## src/rtl/mem_stage_hs_if.sv

```systemverilog
// Bundle of every handshake and data signal around the Y86 memory-access stage:
// the execute-side input, the data-memory request/ack bus, and the write-back output.
// The "master" modport is the stage's own view; "slave" is the view of its surroundings.
interface mem_stage_hs_if #(
  parameter int WORD_W = 32,
  parameter int ADDR_W = 32
);
  // execute side
  logic              in_valid;
  logic              in_ready;
  logic [3:0]        icode_i;
  logic [WORD_W-1:0] valA_i;
  logic [WORD_W-1:0] valE_i;
  logic [WORD_W-1:0] valP_i;
  // data memory side
  logic              mem_req;
  logic              mem_we;
  logic [ADDR_W-1:0] mem_addr;
  logic [WORD_W-1:0] mem_wdata;
  logic              mem_ack;
  logic              mem_err;
  logic [WORD_W-1:0] mem_rdata;
  // write-back side
  logic              out_valid;
  logic              out_ready;
  logic [3:0]        icode_o;
  logic [WORD_W-1:0] valE_o;
  logic [WORD_W-1:0] valM_o;
  logic [1:0]        stat_o;

  modport master (
    input  in_valid, icode_i, valA_i, valE_i, valP_i,
    input  mem_ack, mem_err, mem_rdata,
    input  out_ready,
    output in_ready,
    output mem_req, mem_we, mem_addr, mem_wdata,
    output out_valid, icode_o, valE_o, valM_o, stat_o
  );

  modport slave (
    output in_valid, icode_i, valA_i, valE_i, valP_i,
    output mem_ack, mem_err, mem_rdata,
    output out_ready,
    input  in_ready,
    input  mem_req, mem_we, mem_addr, mem_wdata,
    input  out_valid, icode_o, valE_o, valM_o, stat_o
  );
endinterface

```

## src/rtl/mem_stage_hs.sv

```systemverilog
// Y86 memory-access stage with valid/ready handshakes towards execute and
// write-back, and a req/ack handshake to data memory of arbitrary latency.
// One instruction is in flight at a time: IDLE -> (ACCESS) -> DONE -> IDLE.
module mem_stage_hs #(
  parameter int WORD_W      = 32,
  parameter int ADDR_W      = 32,
  parameter int TIMEOUT     = 16,
  parameter int CHECK_ALIGN = 1
) (
  input  logic                  clk,
  input  logic                  rst,
  mem_stage_hs_if.master        bus
);

  localparam logic [1:0] IDLE   = 2'd0;
  localparam logic [1:0] ACCESS = 2'd1;
  localparam logic [1:0] DONE   = 2'd2;

  localparam logic [1:0] STAT_AOK = 2'd0;
  localparam logic [1:0] STAT_ADR = 2'd1;
  localparam logic [1:0] STAT_TMO = 2'd2;

  localparam logic [3:0] I_RMMOVL = 4'h4;
  localparam logic [3:0] I_MRMOVL = 4'h5;
  localparam logic [3:0] I_CALL   = 4'h8;
  localparam logic [3:0] I_RET    = 4'h9;
  localparam logic [3:0] I_PUSHL  = 4'hA;
  localparam logic [3:0] I_POPL   = 4'hB;

  // Byte-offset bits inside one word; a mask avoids a zero-width slice when WORD_W=8.
  localparam logic [ADDR_W-1:0] ALIGN_MASK = ADDR_W'((WORD_W / 8) - 1);

  // Counter only has to reach TIMEOUT-1.
  localparam int                CNT_W   = (TIMEOUT > 1) ? $clog2(TIMEOUT) : 1;
  localparam logic [CNT_W-1:0]  CNT_MAX = CNT_W'(TIMEOUT - 1);

  logic [1:0]        state_q,  state_d;
  logic [CNT_W-1:0]  cnt_q,    cnt_d;
  logic [3:0]        icode_q,  icode_d;
  logic [WORD_W-1:0] valE_q,   valE_d;
  logic [WORD_W-1:0] valM_q,   valM_d;
  logic [1:0]        stat_q,   stat_d;
  logic              we_q,     we_d;
  logic              rd_q,     rd_d;
  logic [ADDR_W-1:0] addr_q,   addr_d;
  logic [WORD_W-1:0] wdata_q,  wdata_d;

  logic              accept;
  logic              dec_wr;
  logic              dec_rd;
  logic [WORD_W-1:0] dec_word;
  logic [WORD_W-1:0] dec_wdata;
  logic [ADDR_W-1:0] dec_addr;
  logic              dec_misaligned;

  assign accept = bus.in_valid && (state_q == IDLE);

  // Decode the incoming icode into direction, address word and write data.
  always_comb begin
    dec_wr    = 1'b0;
    dec_rd    = 1'b0;
    dec_word  = '0;
    dec_wdata = '0;
    case (bus.icode_i)
      I_RMMOVL, I_PUSHL: begin
        dec_wr    = 1'b1;
        dec_word  = bus.valE_i;
        dec_wdata = bus.valA_i;
      end
      I_CALL: begin
        dec_wr    = 1'b1;
        dec_word  = bus.valE_i;
        dec_wdata = bus.valP_i;
      end
      I_MRMOVL: begin
        dec_rd    = 1'b1;
        dec_word  = bus.valE_i;
      end
      I_POPL, I_RET: begin
        dec_rd    = 1'b1;
        dec_word  = bus.valA_i;
      end
      default: ;
    endcase
    dec_addr       = ADDR_W'(dec_word);
    dec_misaligned = (CHECK_ALIGN != 0) && ((dec_addr & ALIGN_MASK) != '0);
  end

  // Next-state and datapath update for the IDLE/ACCESS/DONE controller.
  always_comb begin
    state_d = state_q;
    cnt_d   = cnt_q;
    icode_d = icode_q;
    valE_d  = valE_q;
    valM_d  = valM_q;
    stat_d  = stat_q;
    we_d    = we_q;
    rd_d    = rd_q;
    addr_d  = addr_q;
    wdata_d = wdata_q;
    case (state_q)
      IDLE: begin
        if (accept) begin
          icode_d = bus.icode_i;
          valE_d  = bus.valE_i;
          valM_d  = '0;
          we_d    = dec_wr;
          rd_d    = dec_rd;
          addr_d  = dec_addr;
          wdata_d = dec_wdata;
          cnt_d   = '0;
          if (!(dec_wr || dec_rd)) begin
            state_d = DONE;
            stat_d  = STAT_AOK;
          end else if (dec_misaligned) begin
            state_d = DONE;
            stat_d  = STAT_ADR;
          end else begin
            state_d = ACCESS;
            stat_d  = STAT_AOK;
          end
        end
      end
      ACCESS: begin
        if (bus.mem_ack) begin
          state_d = DONE;
          if (bus.mem_err) begin
            stat_d = STAT_ADR;
            valM_d = '0;
          end else begin
            stat_d = STAT_AOK;
            valM_d = rd_q ? bus.mem_rdata : '0;
          end
        end else if (cnt_q == CNT_MAX) begin
          // Give up; an ack arriving later lands in DONE/IDLE and is ignored.
          state_d = DONE;
          stat_d  = STAT_TMO;
          valM_d  = '0;
        end else begin
          cnt_d = cnt_q + 1'b1;
        end
      end
      DONE: begin
        if (bus.out_ready) begin
          state_d = IDLE;
          cnt_d   = '0;
        end
      end
      default: state_d = IDLE;
    endcase
  end

  // State and data registers; reset clears everything so an in-flight request aborts at once.
  always_ff @(posedge clk or negedge rst) begin
    if (!rst) begin
      state_q <= IDLE;
      cnt_q   <= '0;
      icode_q <= '0;
      valE_q  <= '0;
      valM_q  <= '0;
      stat_q  <= STAT_AOK;
      we_q    <= 1'b0;
      rd_q    <= 1'b0;
      addr_q  <= '0;
      wdata_q <= '0;
    end else begin
      state_q <= state_d;
      cnt_q   <= cnt_d;
      icode_q <= icode_d;
      valE_q  <= valE_d;
      valM_q  <= valM_d;
      stat_q  <= stat_d;
      we_q    <= we_d;
      rd_q    <= rd_d;
      addr_q  <= addr_d;
      wdata_q <= wdata_d;
    end
  end

  // Handshake outputs come straight from the state register, so reset drops them asynchronously.
  assign bus.in_ready  = (state_q == IDLE);
  assign bus.mem_req   = (state_q == ACCESS);
  assign bus.mem_we    = (state_q == ACCESS) && we_q;
  assign bus.mem_addr  = addr_q;
  assign bus.mem_wdata = wdata_q;
  assign bus.out_valid = (state_q == DONE);
  assign bus.icode_o   = icode_q;
  assign bus.valE_o    = valE_q;
  assign bus.valM_o    = valM_q;
  assign bus.stat_o    = stat_q;

endmodule

```

## src/flat_wrapper.sv

```systemverilog
// flat-port wrapper written by rule: the top's interface ports become plain ports
module mem_stage_hs_flat 
#(
  parameter int WORD_W      = 32,
  parameter int ADDR_W      = 32,
  parameter int TIMEOUT     = 16,
  parameter int CHECK_ALIGN = 1
)
  (clk, rst, bus_in_valid, bus_icode_i, bus_valA_i, bus_valE_i, bus_valP_i, bus_mem_ack, bus_mem_err, bus_mem_rdata, bus_out_ready, bus_in_ready, bus_mem_req, bus_mem_we, bus_mem_addr, bus_mem_wdata, bus_out_valid, bus_icode_o, bus_valE_o, bus_valM_o, bus_stat_o);
  mem_stage_hs_if #(.WORD_W(WORD_W), .ADDR_W(ADDR_W)) bus_i ();
  input  logic clk;
  input  logic rst;
  input wire logic [$bits(bus_i.in_valid)-1:0] bus_in_valid;
  input wire logic [$bits(bus_i.icode_i)-1:0] bus_icode_i;
  input wire logic [$bits(bus_i.valA_i)-1:0] bus_valA_i;
  input wire logic [$bits(bus_i.valE_i)-1:0] bus_valE_i;
  input wire logic [$bits(bus_i.valP_i)-1:0] bus_valP_i;
  input wire logic [$bits(bus_i.mem_ack)-1:0] bus_mem_ack;
  input wire logic [$bits(bus_i.mem_err)-1:0] bus_mem_err;
  input wire logic [$bits(bus_i.mem_rdata)-1:0] bus_mem_rdata;
  input wire logic [$bits(bus_i.out_ready)-1:0] bus_out_ready;
  output wire logic [$bits(bus_i.in_ready)-1:0] bus_in_ready;
  output wire logic [$bits(bus_i.mem_req)-1:0] bus_mem_req;
  output wire logic [$bits(bus_i.mem_we)-1:0] bus_mem_we;
  output wire logic [$bits(bus_i.mem_addr)-1:0] bus_mem_addr;
  output wire logic [$bits(bus_i.mem_wdata)-1:0] bus_mem_wdata;
  output wire logic [$bits(bus_i.out_valid)-1:0] bus_out_valid;
  output wire logic [$bits(bus_i.icode_o)-1:0] bus_icode_o;
  output wire logic [$bits(bus_i.valE_o)-1:0] bus_valE_o;
  output wire logic [$bits(bus_i.valM_o)-1:0] bus_valM_o;
  output wire logic [$bits(bus_i.stat_o)-1:0] bus_stat_o;
  assign bus_i.in_valid = bus_in_valid;
  assign bus_i.icode_i = bus_icode_i;
  assign bus_i.valA_i = bus_valA_i;
  assign bus_i.valE_i = bus_valE_i;
  assign bus_i.valP_i = bus_valP_i;
  assign bus_i.mem_ack = bus_mem_ack;
  assign bus_i.mem_err = bus_mem_err;
  assign bus_i.mem_rdata = bus_mem_rdata;
  assign bus_i.out_ready = bus_out_ready;
  assign bus_in_ready = bus_i.in_ready;
  assign bus_mem_req = bus_i.mem_req;
  assign bus_mem_we = bus_i.mem_we;
  assign bus_mem_addr = bus_i.mem_addr;
  assign bus_mem_wdata = bus_i.mem_wdata;
  assign bus_out_valid = bus_i.out_valid;
  assign bus_icode_o = bus_i.icode_o;
  assign bus_valE_o = bus_i.valE_o;
  assign bus_valM_o = bus_i.valM_o;
  assign bus_stat_o = bus_i.stat_o;
  mem_stage_hs #(.WORD_W(WORD_W), .ADDR_W(ADDR_W), .TIMEOUT(TIMEOUT), .CHECK_ALIGN(CHECK_ALIGN)) u_core (.clk(clk), .rst(rst), .bus(bus_i));
endmodule
```

## config.mk

```make
export PLATFORM = sky130hd
export DESIGN_NAME = mem_stage_hs_flat
export DESIGN_NICKNAME = d
export VERILOG_FILES = /design/src/rtl/mem_stage_hs_if.sv /design/src/rtl/mem_stage_hs.sv /design/src/flat_wrapper.sv
export SDC_FILE = /design/constraint.sdc
export NUM_CORES = 1
export LEC_CHECK = 0
export BUFFER_PORTS_ARGS = -buffer_cell sky130_fd_sc_hd__clkbuf_2
export CAP_MARGIN = 20
export CORE_MARGIN = 2
export CORE_UTILIZATION = 41
export CTS_CLUSTER_DIAMETER = 150
export DETAILED_ROUTE_END_ITERATION = 10
export GPL_TIMING_DRIVEN = 0
export PLACE_DENSITY = 0.75
export SLEW_MARGIN = 40
export SYNTH_ARGS = -nofsm -noshare
export SYNTH_HDL_FRONTEND = slang
export SYNTH_SLANG_ARGS = --single-unit
```

## constraint.sdc

```tcl
create_clock -name clk -period 1.6 [get_ports clk]
set_clock_uncertainty 0.1 [all_clocks]
set_input_delay 0.16 -clock clk [delete_from_list [all_inputs] [get_ports clk]]
set_output_delay 0.16 -clock clk [all_outputs]
set_load 0.02 [all_outputs]
```

==> flow_metrics.tcl, run 1 <==
set metrics [dict create \
    endpoint_kind "register" \
    crit_path_max_fanout 7 \
    most_common_library_cell_in_the_layout_ignoring_fill_and_taps "clkbuf_2" \
    mostFrequentLayoutCells "274 x clkbuf_2, 171 x nand2_1, 140 x dfrtp_1, 135 x dlygate4sd3_1, 71 x nor2_1" \
    floorplan.initialDensity 0.4193 \
    postLayoutCoreUtil 0.7714 \
    cellLeakagePower_nw 5.598 \
    worst_r2r_startpoint "u_core.state_q[1]$_DFFE_PN0P_" \
    area_used_by_multi_input_combinational_logic_sq_um 2600 \
    rsz0062_at_grt "true" \
    cp.required_ns 1.80 \
    mappedNetlistArea_sq_um 5821 \
    synth.area.top_cells "dfrtp_1 61%, nand2_1 11%, a22o_1 5.1%, a221oi_1 4.8%, nor2_1 4.7%" \
    net_count_after_synthesis 710 \
    status "complete, but fails checks" \
    wirelength_um 25980 \
    dr.first_iter.drc_count 630 \
    clkPwrFrac 0.264 \
    crit_path_cell_chain "buf_4 > buf_4 > nor2_4 > nand2_4 > buf_12 > clkbuf_16 > a221oi_2 > nor2_1" \
    fmax_mhz 559.4 \
    design_power_total_mw 15.83 \
    yosysTopAreaCellShare 0.6105 \
    core_region_area_sq_um 13880 \
    track_usage 0.3088 \
    remaining_drc_errors 0 \
    timing.hold.ws_ns 0.06199 \
    num-nets-final 1170 \
    fin_crit_ns 1.788 \
    hpwl_um 14290 \
    postSynthRegisterBits 142 \
    gpl.final_weighted_congestion 0.8078 \
    global_route.usage.met1 0.3565 \
    timing.final.setup_violations 137 \
    post_drt_wl_per_cell_um 21.24 \
    internal_power_mw 9.786 \
    power.sequential.fraction 0.338 \
    final_cell_area_sq_um 10710 \
    grt-ovfl-total 0 \
    boundaryPins 276 \
    startpoint "u_core.state_q[1]$_DFFE_PN0P_" \
    global_route.usage.met3 0.08579 \
    maximum_level_of_the_cts_h_tree 4 \
    seqCellArea_sq_um 3556 \
    synth-compound-area-share 0.1640 \
    routed_via_density 5.568 \
    die_h_um 123.2 \
    critPathTopFamily "buffers and inverters" \
    worstPathBufferInverterCount 4 \
    grt_start_max_net_pins 60 \
    ys.warnings.count 0 \
    synth-xor-area-share 0 \
    groute.layer.met2.usage 0.5185 \
    syn-instance-count 571 \
    insertion_delay_ns 0.42 \
    failed_checks "setup timing" \
    row_count 43 \
    number_of_global_route_vias_before_repair 6702 \
    synthAdderAreaFrac 0.002150 \
    tightestPinTransition_ns 0.6816 \
    worstHoldStart "bus_mem_ack" \
    synth_seq_area_share 0.6105 \
    worst_hold_path_type "primary input to register" \
    crit_path_max_incr_delay_ns 0.46 \
    main_combinational_cell_family_by_area_after_synthesis "simple AND/OR/NAND/NOR gates" \
    power.ir.vdd_worst_v 0.0008554 \
    final-hold-violation-count 0 \
    placement.io_buffers 275 \
    synth_largest_area_cell "dfrtp_1" \
    route.antenna.remaining_nets 0 \
    pwr_density_cell_nw_per_um2 1478 \
    antenna_found_initial 0 \
    ratio_of_final_minimum_period_to_clock_period 1.117 \
    die_x_um 123.2 \
    dr_total_vias 6810 \
    post_synth_mux_area_share 0.003869 \
    root_buffer "clkbuf_16" \
    fin_ws_ns -0.1877 \
    synth.distinct_cells 37 \
    slew_hr 0.5456 \
    syn_area_per_cell_sq_um 10.19 \
    global_route_wire_length_before_repair_um 35390 \
    placed_cell_area_sq_um 7537 \
    cts_made_buffers 17 \
    ctsLongestPathBuffers 2 \
    die_area_sq_um 15170 \
    cts.sinks 142 \
    syn_to_final_growth_pct 83.96 \
    fillCellCount 824 \
    slew_violations 0 \
    firstDrtPassIters 5 \
    cts.reportedPaths.clkPinSlew_ns 0.06 \
    tritoncts_clock_tree "done" \
    grt_most_used_layer "met2" \
    critPathArrivalTime_ns 1.99 \
    synth_simple_gate_area_share 0.1881 \
    cpMaxStageDelayCell "dfrtp_2" \
    p_comb_frac 0.399 \
    cpMostUsedCell "buf_4" \
    timing.critical_path.from_type "register" \
    sw_frac_of_total 0.3818 \
    fraction_of_layout_cells_with_a_size_suffix_above_1 0.4290 \
    p_switching_mw 6.043 \
    drv_cap 0 \
    criticalPathCategory "register to register" \
]
-- layout make-up --
type                       count  area share
timing repair buffer         443      0.3016
sequential                   142      0.3321
antenna                        1   0.0002337
inverter                       2   0.0009348
tap                          180     0.02103
multi-input combinational    385      0.2428
clock inverter                 5    0.009699
buffer                        40     0.04440
clock buffer                  25     0.04721
-- power by group through the flow --
stage                     logic (mW)  clock network [mW]  registers [mW]
after floorplan                 1.54                   0            6.55
after global placement          4.72                   0            5.27
after detailed placement        4.80                   0            5.31
after CTS                       5.40                4.19            5.27
after global routing            6.68                4.34            5.45
final                           6.31                4.17            5.35
-- sequential cells by signal (all words and copies together) (netlist names) --
signal and flops:
u_core.bus.icode_o 4, u_core.bus.mem_addr 32, u_core.bus.mem_wdata 32, u_core.bus.stat_o 2, u_core.bus.valE_o 32, u_core.bus.valM_o 32, u_core.cnt_q 4, u_core.rd_q 1
u_core.state_q 2, u_core.we_q 1
-- cells in the mapped netlist --
cell        n
a211o_1     1
a21o_1      1
a21oi_1     3
a21oi_2     1
a221o_1     1
a221oi_1   32
a221oi_2    1
a22o_1     34
a22oi_1     2
a31oi_1     1
a32oi_1    30
and2_1      2
and2b_1     1
and3_1      2
and4b_1     1
buf_1       4
buf_2      14
clkbuf_1   24
dfrtp_1   142
ha_1        1
inv_1       2
mux2_2      2
nand2_1   175
nand2b_1    2
nand3_1     4
nand3b_1    1
nor2_1     73
nor2b_1     1
nor3_1      2
nor3b_1     1
nor3b_2     1
nor3b_4     1
o21ai_0     4
o31ai_1     1
or3b_1      1
or4_1       1
or4b_1      1
-- logic make-up (layout without fill, tap and decap cells) --
kind of cell | count (synthesis) | after routing
buffers and inverters | 44 | 515
adders and majority gates | 1 | 1
other | 0 | 1
muxes | 2 | 2
AOI/OAI and AO/OA | 112 | 112
DFF | 142 | 142
and+or+nand+nor | 270 | 270
-- per-stage QoR --
| stage | TNS [ns] | std cells | setup slack, ns |
|---|---|---|---|
| 2_1_floorplan | -0.1793 | 571 | -0.008967 |
| 3_3_place_gp | -354.04 | 1026 | -2.428 |
| 3_5_place_dp | -56.69 | 1028 | -0.6252 |
| 4_1_cts | -2.590 | 1208 | -0.1142 |
| 5_1_grt | -17.55 | 1222 | -0.2290 |
| 6_report | -12.86 | 1223 | -0.1877 |
-- worst paths after layout --
check / slack (ns) / depth (start not counted) / end
setup / recovery: -0.19 / 8 / u_core.bus.mem_wdata[17]$_DFFE_PN0P_
hold / removal: 0.06 / 3 / u_core.bus.stat_o[0]$_DFFE_PN0P_
setup reg to reg: -0.19 / 8 / u_core.bus.mem_wdata[17]$_DFFE_PN0P_
hold reg to reg: 0.38 / 2 / u_core.bus.mem_addr[28]$_DFFE_PN0P_
max in group asynchronous: 0.67 / 3 / u_core.bus.mem_wdata[26]$_DFFE_PN0P_
min in group asynchronous: 0.12 / 2 / u_core.bus.valM_o[2]$_DFFE_PN0P_
-- metal layers --
layer  vias to the layer above  part of all wire
met5                         -                 0
met4                         0             0.045
met3                       118             0.086
met2                       406              0.50
met1                      3341              0.37
li1                       2945                 -
-- timing repair --
item / CTS / global route
resized for setup: 74 / 139
cloned: 0 / 9
setup buffers: 16 / 6
setup endpoints to repair: 139 / 142
hold buffers: 135 / 0
endpoints found under the hold margin: 277 / 0
pin swaps: 20 / 31
-- worst reg2reg max path: stages (launching register included) --
cell	delay, ns
dfrtp_2	0.46
buf_4	0.16
buf_4	0.14
nor2_4	0.13
nand2_4	0.10
buf_12	0.16
clkbuf_16	0.17
a221oi_2	0.20
nor2_1	0.06
Note: power is estimated with default switching activity, not from simulation.
==> inputs of run 2 (changes only) <==
Settings changed: SETUP_SLACK_MARGIN set to 0.5.
==> flow_metrics.tcl, run 2 (same netlist as run 1, synthesis figures left out) <==
set metrics [dict create \
    route.antenna.remaining_nets 0 \
    mostFrequentLayoutCells "209 x clkbuf_2, 165 x nand2_1, 140 x dfrtp_1, 133 x dlygate4sd3_1, 72 x nor2_1" \
    die_x_um 123.2 \
    boundaryPins 276 \
    insertion_delay_ns 0.41 \
    worst-r2r-setup-slack_ns -0.24 \
    endpoint_kind "register" \
    worst_hold_stages 4 \
    most_common_library_cell_in_the_layout_ignoring_fill_and_taps "clkbuf_2" \
    grt-ovfl-total 0 \
    cellLeakagePower_nw 5.781 \
    worst_hold_path_type "primary input to register" \
    fin_ws_ns -0.2364 \
    core_region_area_sq_um 13880 \
    fraction_of_layout_cells_with_a_size_suffix_above_1 0.4350 \
    post_drt_wl_per_cell_um 21.69 \
    firstDrtPassIters 5 \
    slew_violations 0 \
    criticalPathCategory "register to register" \
    grt_start_max_net_pins 68 \
    syn_to_final_growth_pct 91.51 \
    die_area_sq_um 15170 \
    fin_crit_ns 1.836 \
    antenna_found_initial 1 \
    die_h_um 123.2 \
    tritoncts_clock_tree "done" \
    remaining_drc_errors 0 \
    root_buffer "clkbuf_16" \
    ratio_of_final_minimum_period_to_clock_period 1.148 \
    crit_path_max_fanout 6 \
    ctsLongestPathBuffers 2 \
    timing.final.setup_violations 116 \
    cts.reportedPaths.clkPinSlew_ns 0.06 \
    track_usage 0.3224 \
    gpl.final_weighted_congestion 0.8605 \
    slew_hr 0.5659 \
    failed_checks "setup timing" \
    timing.hold.ws_ns 0.02350 \
    dr.first_iter.drc_count 470 \
    routed_via_density 5.544 \
    final-hold-violation-count 0 \
    dr_total_vias 6930 \
    cp.required_ns 1.84 \
    row_count 43 \
    placement.io_buffers 275 \
    worstRegToRegCells 5 \
    status "complete, but fails checks" \
    fmax_mhz 544.5 \
    power.ir.vdd_worst_v 0.001084 \
    critPathArrivalTime_ns 2.08 \
    fin_cells 1250 \
    number_of_global_route_vias_before_repair 6934 \
    floorplan.initialDensity 0.4193 \
    maximum_level_of_the_cts_h_tree 4 \
    global_route_wire_length_before_repair_um 36940 \
    cts.sinks 142 \
    tightestPinTransition_ns 0.6476 \
    drv_cap 0 \
    wirelength_um 27110 \
    rsz0062_at_grt "true" \
    hpwl_um 14410 \
    pwr_density_cell_nw_per_um2 1520 \
    cts_made_buffers 17 \
    dp_cells 1028 \
    timing.critical_path.from_type "register" \
    num-nets-final 1196 \
]
-- run 2: repair_timing --
item	CTS	global route
resized for setup	156	135
pin swaps	11	8
endpoints found under the setup margin	280	280
setup buffers	25	25
hold buffers	133	0
hold endpoints to repair	272	0
cloned	3	4
-- run 2: worst max-delay path, stage by stage (launching register included) --
cell	delay [ns]
dfrtp_2	0.46
buf_4	0.16
and2b_2	0.28
a221oi_4	0.11
or4b_1	0.53
nand2_1	0.14
-- run 2: layout make-up --
cell class                      count  area [sq um]
Timing Repair Buffer              467          3782
Sequential cell                   142          3556
Fill cell                         765          2734
Multi-Input combinational cell    385          2489
Buffer                             42         485.5
Clock buffer                       20         456.7
Tap cell                          180         225.2
Clock inverter                     11         140.1
Inverter                            2         10.01
Antenna cell                        1         2.502
-- run 2: path summary, 6_finish.rpt --
path                                               startpoint                              endpoint
max reg2reg                     u_core.state_q[0]$_DFFE_PN0P_           u_core.cnt_q[2]$_DFFE_PN0P_
min in group asynchronous                                 rst     u_core.bus.valM_o[22]$_DFFE_PN0P_
min                                             bus_out_ready           u_core.cnt_q[0]$_DFFE_PN0P_
max                             u_core.state_q[0]$_DFFE_PN0P_           u_core.cnt_q[2]$_DFFE_PN0P_
max in group asynchronous                                 rst  u_core.bus.mem_wdata[16]$_DFFE_PN0P_
min reg2reg                u_core.bus.mem_addr[3]$_DFFE_PN0P_    u_core.bus.mem_addr[3]$_DFFE_PN0P_
-- run 2: stage by stage --
stage	worst slack (ns)	power (mW)	cell area [sq um]	setup TNS (ns)	utilization
3_3_place_gp	-2.429	10.15	7645	-337.37	0.5507
4_1_cts	-0.09504	15.73	10550	-2.993	0.7599
3_5_place_dp	-0.4007	10.28	7714	-36.15	0.5557
5_1_grt	-0.2707	17.65	11150	-14.04	0.8030
6_report	-0.2364	16.95	11150	-7.908	0.8030
2_1_floorplan	0.02573	8.200	6043	0	-
-- run 2: where the power goes --
group	leakage [nW]	total (mW)	switching [mW]	internal, mW
Sequential	1.83	5.50	0.839	4.66
Clock	0.296	4.09	1.57	2.52
Combinational	3.66	7.36	3.91	3.44
-- run 2: routing by layer --
metal / share of wire / up-vias / GRT usage
met4: 0.046 / 0 / 0.1548
met1: 0.35 / 3372 / 0.3690
met2: 0.52 / 459 / 0.5477
met5: 0 / - / 0
met3: 0.088 / 109 / 0.1001
li1: - / 2990 / -
==> inputs of run 3 (changes only) <==
Settings changed: ABC_AREA set to 1, PLACE_DENSITY 0.75 to 0.74.
==> flow_metrics.tcl, run 3 <==
set metrics [dict create \
    status "complete, but fails checks" \
    failed_checks "setup timing" \
    placement.io_buffers 275 \
    num-nets-final 1295 \
    sw_frac_of_total 0.3908 \
    most_frequent_cell_after_synthesis "nand2_1" \
    grt-ovfl-total 0 \
    post_drt_wl_per_cell_um 21.66 \
    crit_path_max_fanout 5 \
    maximum_level_of_the_cts_h_tree 4 \
    cp.required_ns 1.84 \
    floorplan.initialDensity 0.4162 \
    synth_seq_area_share 0.5919 \
    tightestPinTransition_ns 0.7301 \
    fin_cells 1354 \
    routed_via_density 5.597 \
    synth_largest_area_cell "dfrtp_1" \
    timing.final.setup_violations 74 \
    fmax_mhz 587.5 \
    cts.reportedPaths.clkPinSlew_ns 0.06 \
    fin_ws_ns -0.1022 \
    postSynthRegisterBits 142 \
    number_of_global_route_vias_before_repair 7059 \
    fin_crit_ns 1.702 \
    worstPathBufferInverterCount 5 \
    yosysTopAreaCellShare 0.5919 \
    critPathTopFamily "buffers and inverters" \
    synth.area.top_cells "dfrtp_1 59%, nand2_1 13%, a32o_1 5.3%, o211ai_1 3.8%, a31oi_1 3.3%" \
    power.sequential.fraction 0.290 \
    wirelength_um 29330 \
    ratio_of_final_minimum_period_to_clock_period 1.064 \
    antenna_found_initial 1 \
    track_usage 0.2896 \
    final-hold-violation-count 0 \
    hpwl_um 13780 \
    top_post_synthesis_cells_by_count "215 x nand2_1, 142 x dfrtp_1, 38 x nor2_1, 36 x nand3_1" \
    clkPwrFrac 0.187 \
    dp_cells 1084 \
    firstDrtPassIters 5 \
    rsz0062_at_grt "true" \
    remaining_drc_errors 0 \
    timing.critical_path.from_type "register" \
    row_count 44 \
    grt_start_max_net_pins 63 \
    syn_to_final_growth_pct 97.42 \
    endpoint_kind "register" \
    placement.setup.worst_slack_ns -0.1095 \
    syn-instance-count 623 \
    criticalPathCategory "register to register" \
    die_x_um 125.0 \
    fillCellCount 785 \
    mappedNetlistArea_sq_um 6003 \
    critPathArrivalTime_ns 1.94 \
    syn_area_per_cell_sq_um 9.636 \
    dr.first_iter.drc_count 648 \
    synthFlopType "dfrtp_1" \
    ys.warnings.count 0 \
    dr_total_vias 7578 \
    die_area_sq_um 15630 \
    synth.distinct_cells 29 \
    power.ir.vdd_worst_v 0.0009638 \
    cts_made_buffers 17 \
    crit_path_max_incr_delay_ns 0.46 \
    boundaryPins 276 \
    ctsLongestPathBuffers 2 \
    insertion_delay_ns 0.41 \
    slew_hr 0.5133 \
    global_route_wire_length_before_repair_um 35930 \
    most_common_library_cell_in_the_layout_ignoring_fill_and_taps "nand2_1" \
    mostFrequentLayoutCells "213 x nand2_1, 148 x buf_6, 141 x dfrtp_1, 138 x clkbuf_2, 135 x dlygate4sd3_1" \
    cpMaxStageDelayCell "dfrtp_1" \
    crit_path_cell_chain "inv_2 > nor2_4 > inv_4 > buf_6 > nor2_4 > buf_4 > buf_4 > a32o_1" \
    worst_hold_path_type "primary input to register" \
    cellLeakagePower_nw 5.788 \
    p_comb_frac 0.523 \
    route.antenna.remaining_nets 0 \
    slew_violations 0 \
    gpl.final_weighted_congestion 0.8398 \
    tritoncts_clock_tree "done" \
    edff_count_synth 0 \
    cts.sinks 142 \
    postSynth.asyncResetShare 1.000 \
    root_buffer "clkbuf_16" \
    core_region_area_sq_um 14420 \
    drv_cap 0 \
    postLayoutCoreUtil 0.8217 \
    p_switching_mw 8.045 \
    die_h_um 125.0 \
    pwr_density_cell_nw_per_um2 1737 \
    fraction_of_layout_cells_with_a_size_suffix_above_1 0.4251 \
    net_count_after_synthesis 762 \
    internal_power_mw 12.54 \
]
-- run 3: changes by cell type after synthesis, moves of 32 or more --
cell	change
nand3_1	+32
nor2_1	-35
nand2_1	+40
a32o_1	+32
a22o_1	-34
a221oi_1	-32
-- run 3: kinds of logic (layout without fill, tap and decap cells) --
family,after synthesis,after routing,synth area share
adders and majority gates,1,1,0.002084
other,0,1,0
and+or+nand+nor,297,298,0.2028
DFF,142,142,0.5919
buffers and inverters,64,609,0.05377
AOI/OAI and AO/OA,117,117,0.1465
xor gates and xnor gates,2,2,0.002918
-- run 3: per-layer routing --
metal / GRT usage / vias to the layer above / wire [um]
li1: - / 3210 / -
met5: 0 / - / 0
met3: 0.05648 / 139 / 2185
met1: 0.3515 / 3673 / 10180
met4: 0.1359 / 0 / 1636
met2: 0.4987 / 556 / 15320
-- run 3: stage by stage --
stage / instance area (sq um) / total power [mW] / hold slack (ns) / TNS [ns]
detailed placement: 7719 / 11.88 / 0.008897 / -2.939
global route: 11850 / 21.36 / 0.09222 / -7.940
floorplan: 6048 / 9.402 / -0.2356 / 0
CTS: 10050 / 16.67 / 0.0005111 / 0
finish: 11850 / 20.58 / 0.06985 / -2.665
global placement: 7655 / 11.74 / 0.2635 / -308.46
-- run 3: layout make-up --
class                           count  area, sq um  share of cell area
Tap cell                          184        230.2             0.01943
Inverter                           22        90.09            0.007601
Multi-Input combinational cell    418         2361              0.1992
Timing Repair Buffer              513         4613              0.3893
Buffer                             42        432.9             0.03653
Sequential cell                   142         3555              0.2999
Antenna cell                        1        2.502           0.0002111
Clock buffer                       20        456.7             0.03853
Clock inverter                     12        110.1            0.009291
-- run 3: worst reg2reg max path, cell delays in order (launching register included) --
cell and delay (ns):
dfrtp_1 0.46, inv_2 0.07, nor2_4 0.17, inv_4 0.06
buf_6 0.13, nor2_4 0.11, buf_4 0.17, buf_4 0.15
a32o_1 0.21
-- run 3: final timing paths --
check | cells past startpoint | slack [ns] | to | startpoint
setup reg to reg | 8 | -0.10 | u_core.bus.valM_o[24]$_DFFE_PN0P_ | u_core.state_q[0]$_DFFE_PN0P_
hold / removal | 5 | 0.07 | u_core.state_q[0]$_DFFE_PN0P_ | bus_out_ready
min in group asynchronous | 2 | 0.15 | u_core.bus.valM_o[22]$_DFFE_PN0P_ | rst
setup / recovery | 8 | -0.10 | u_core.bus.valM_o[24]$_DFFE_PN0P_ | u_core.state_q[0]$_DFFE_PN0P_
max in group asynchronous | 3 | 0.61 | u_core.bus.mem_wdata[20]$_DFFE_PN0P_ | rst
hold reg to reg | 2 | 0.39 | u_core.bus.valE_o[18]$_DFFE_PN0P_ | u_core.bus.valE_o[18]$_DFFE_PN0P_
-- run 3: power by group through the flow --
stage	clock, mW	combinational, mW	sequential (mW)
3_3_place_gp	0	6.13	5.61
3_5_place_dp	0	6.27	5.61
5_1_grt	4.05	11.3	6.05
6_report	3.86	10.8	5.97
2_1_floorplan	0	2.35	7.05
4_1_cts	3.82	7.26	5.59
-- run 3: timing repair --
item                                    CTS  global route
resized for setup                        50           478
hold endpoints to repair                276             0
pin swaps                                 6            19
gates cloned                              9             6
buffers inserted                         12            75
endpoints found under the setup margin  280           280
hold buffers                            135             0
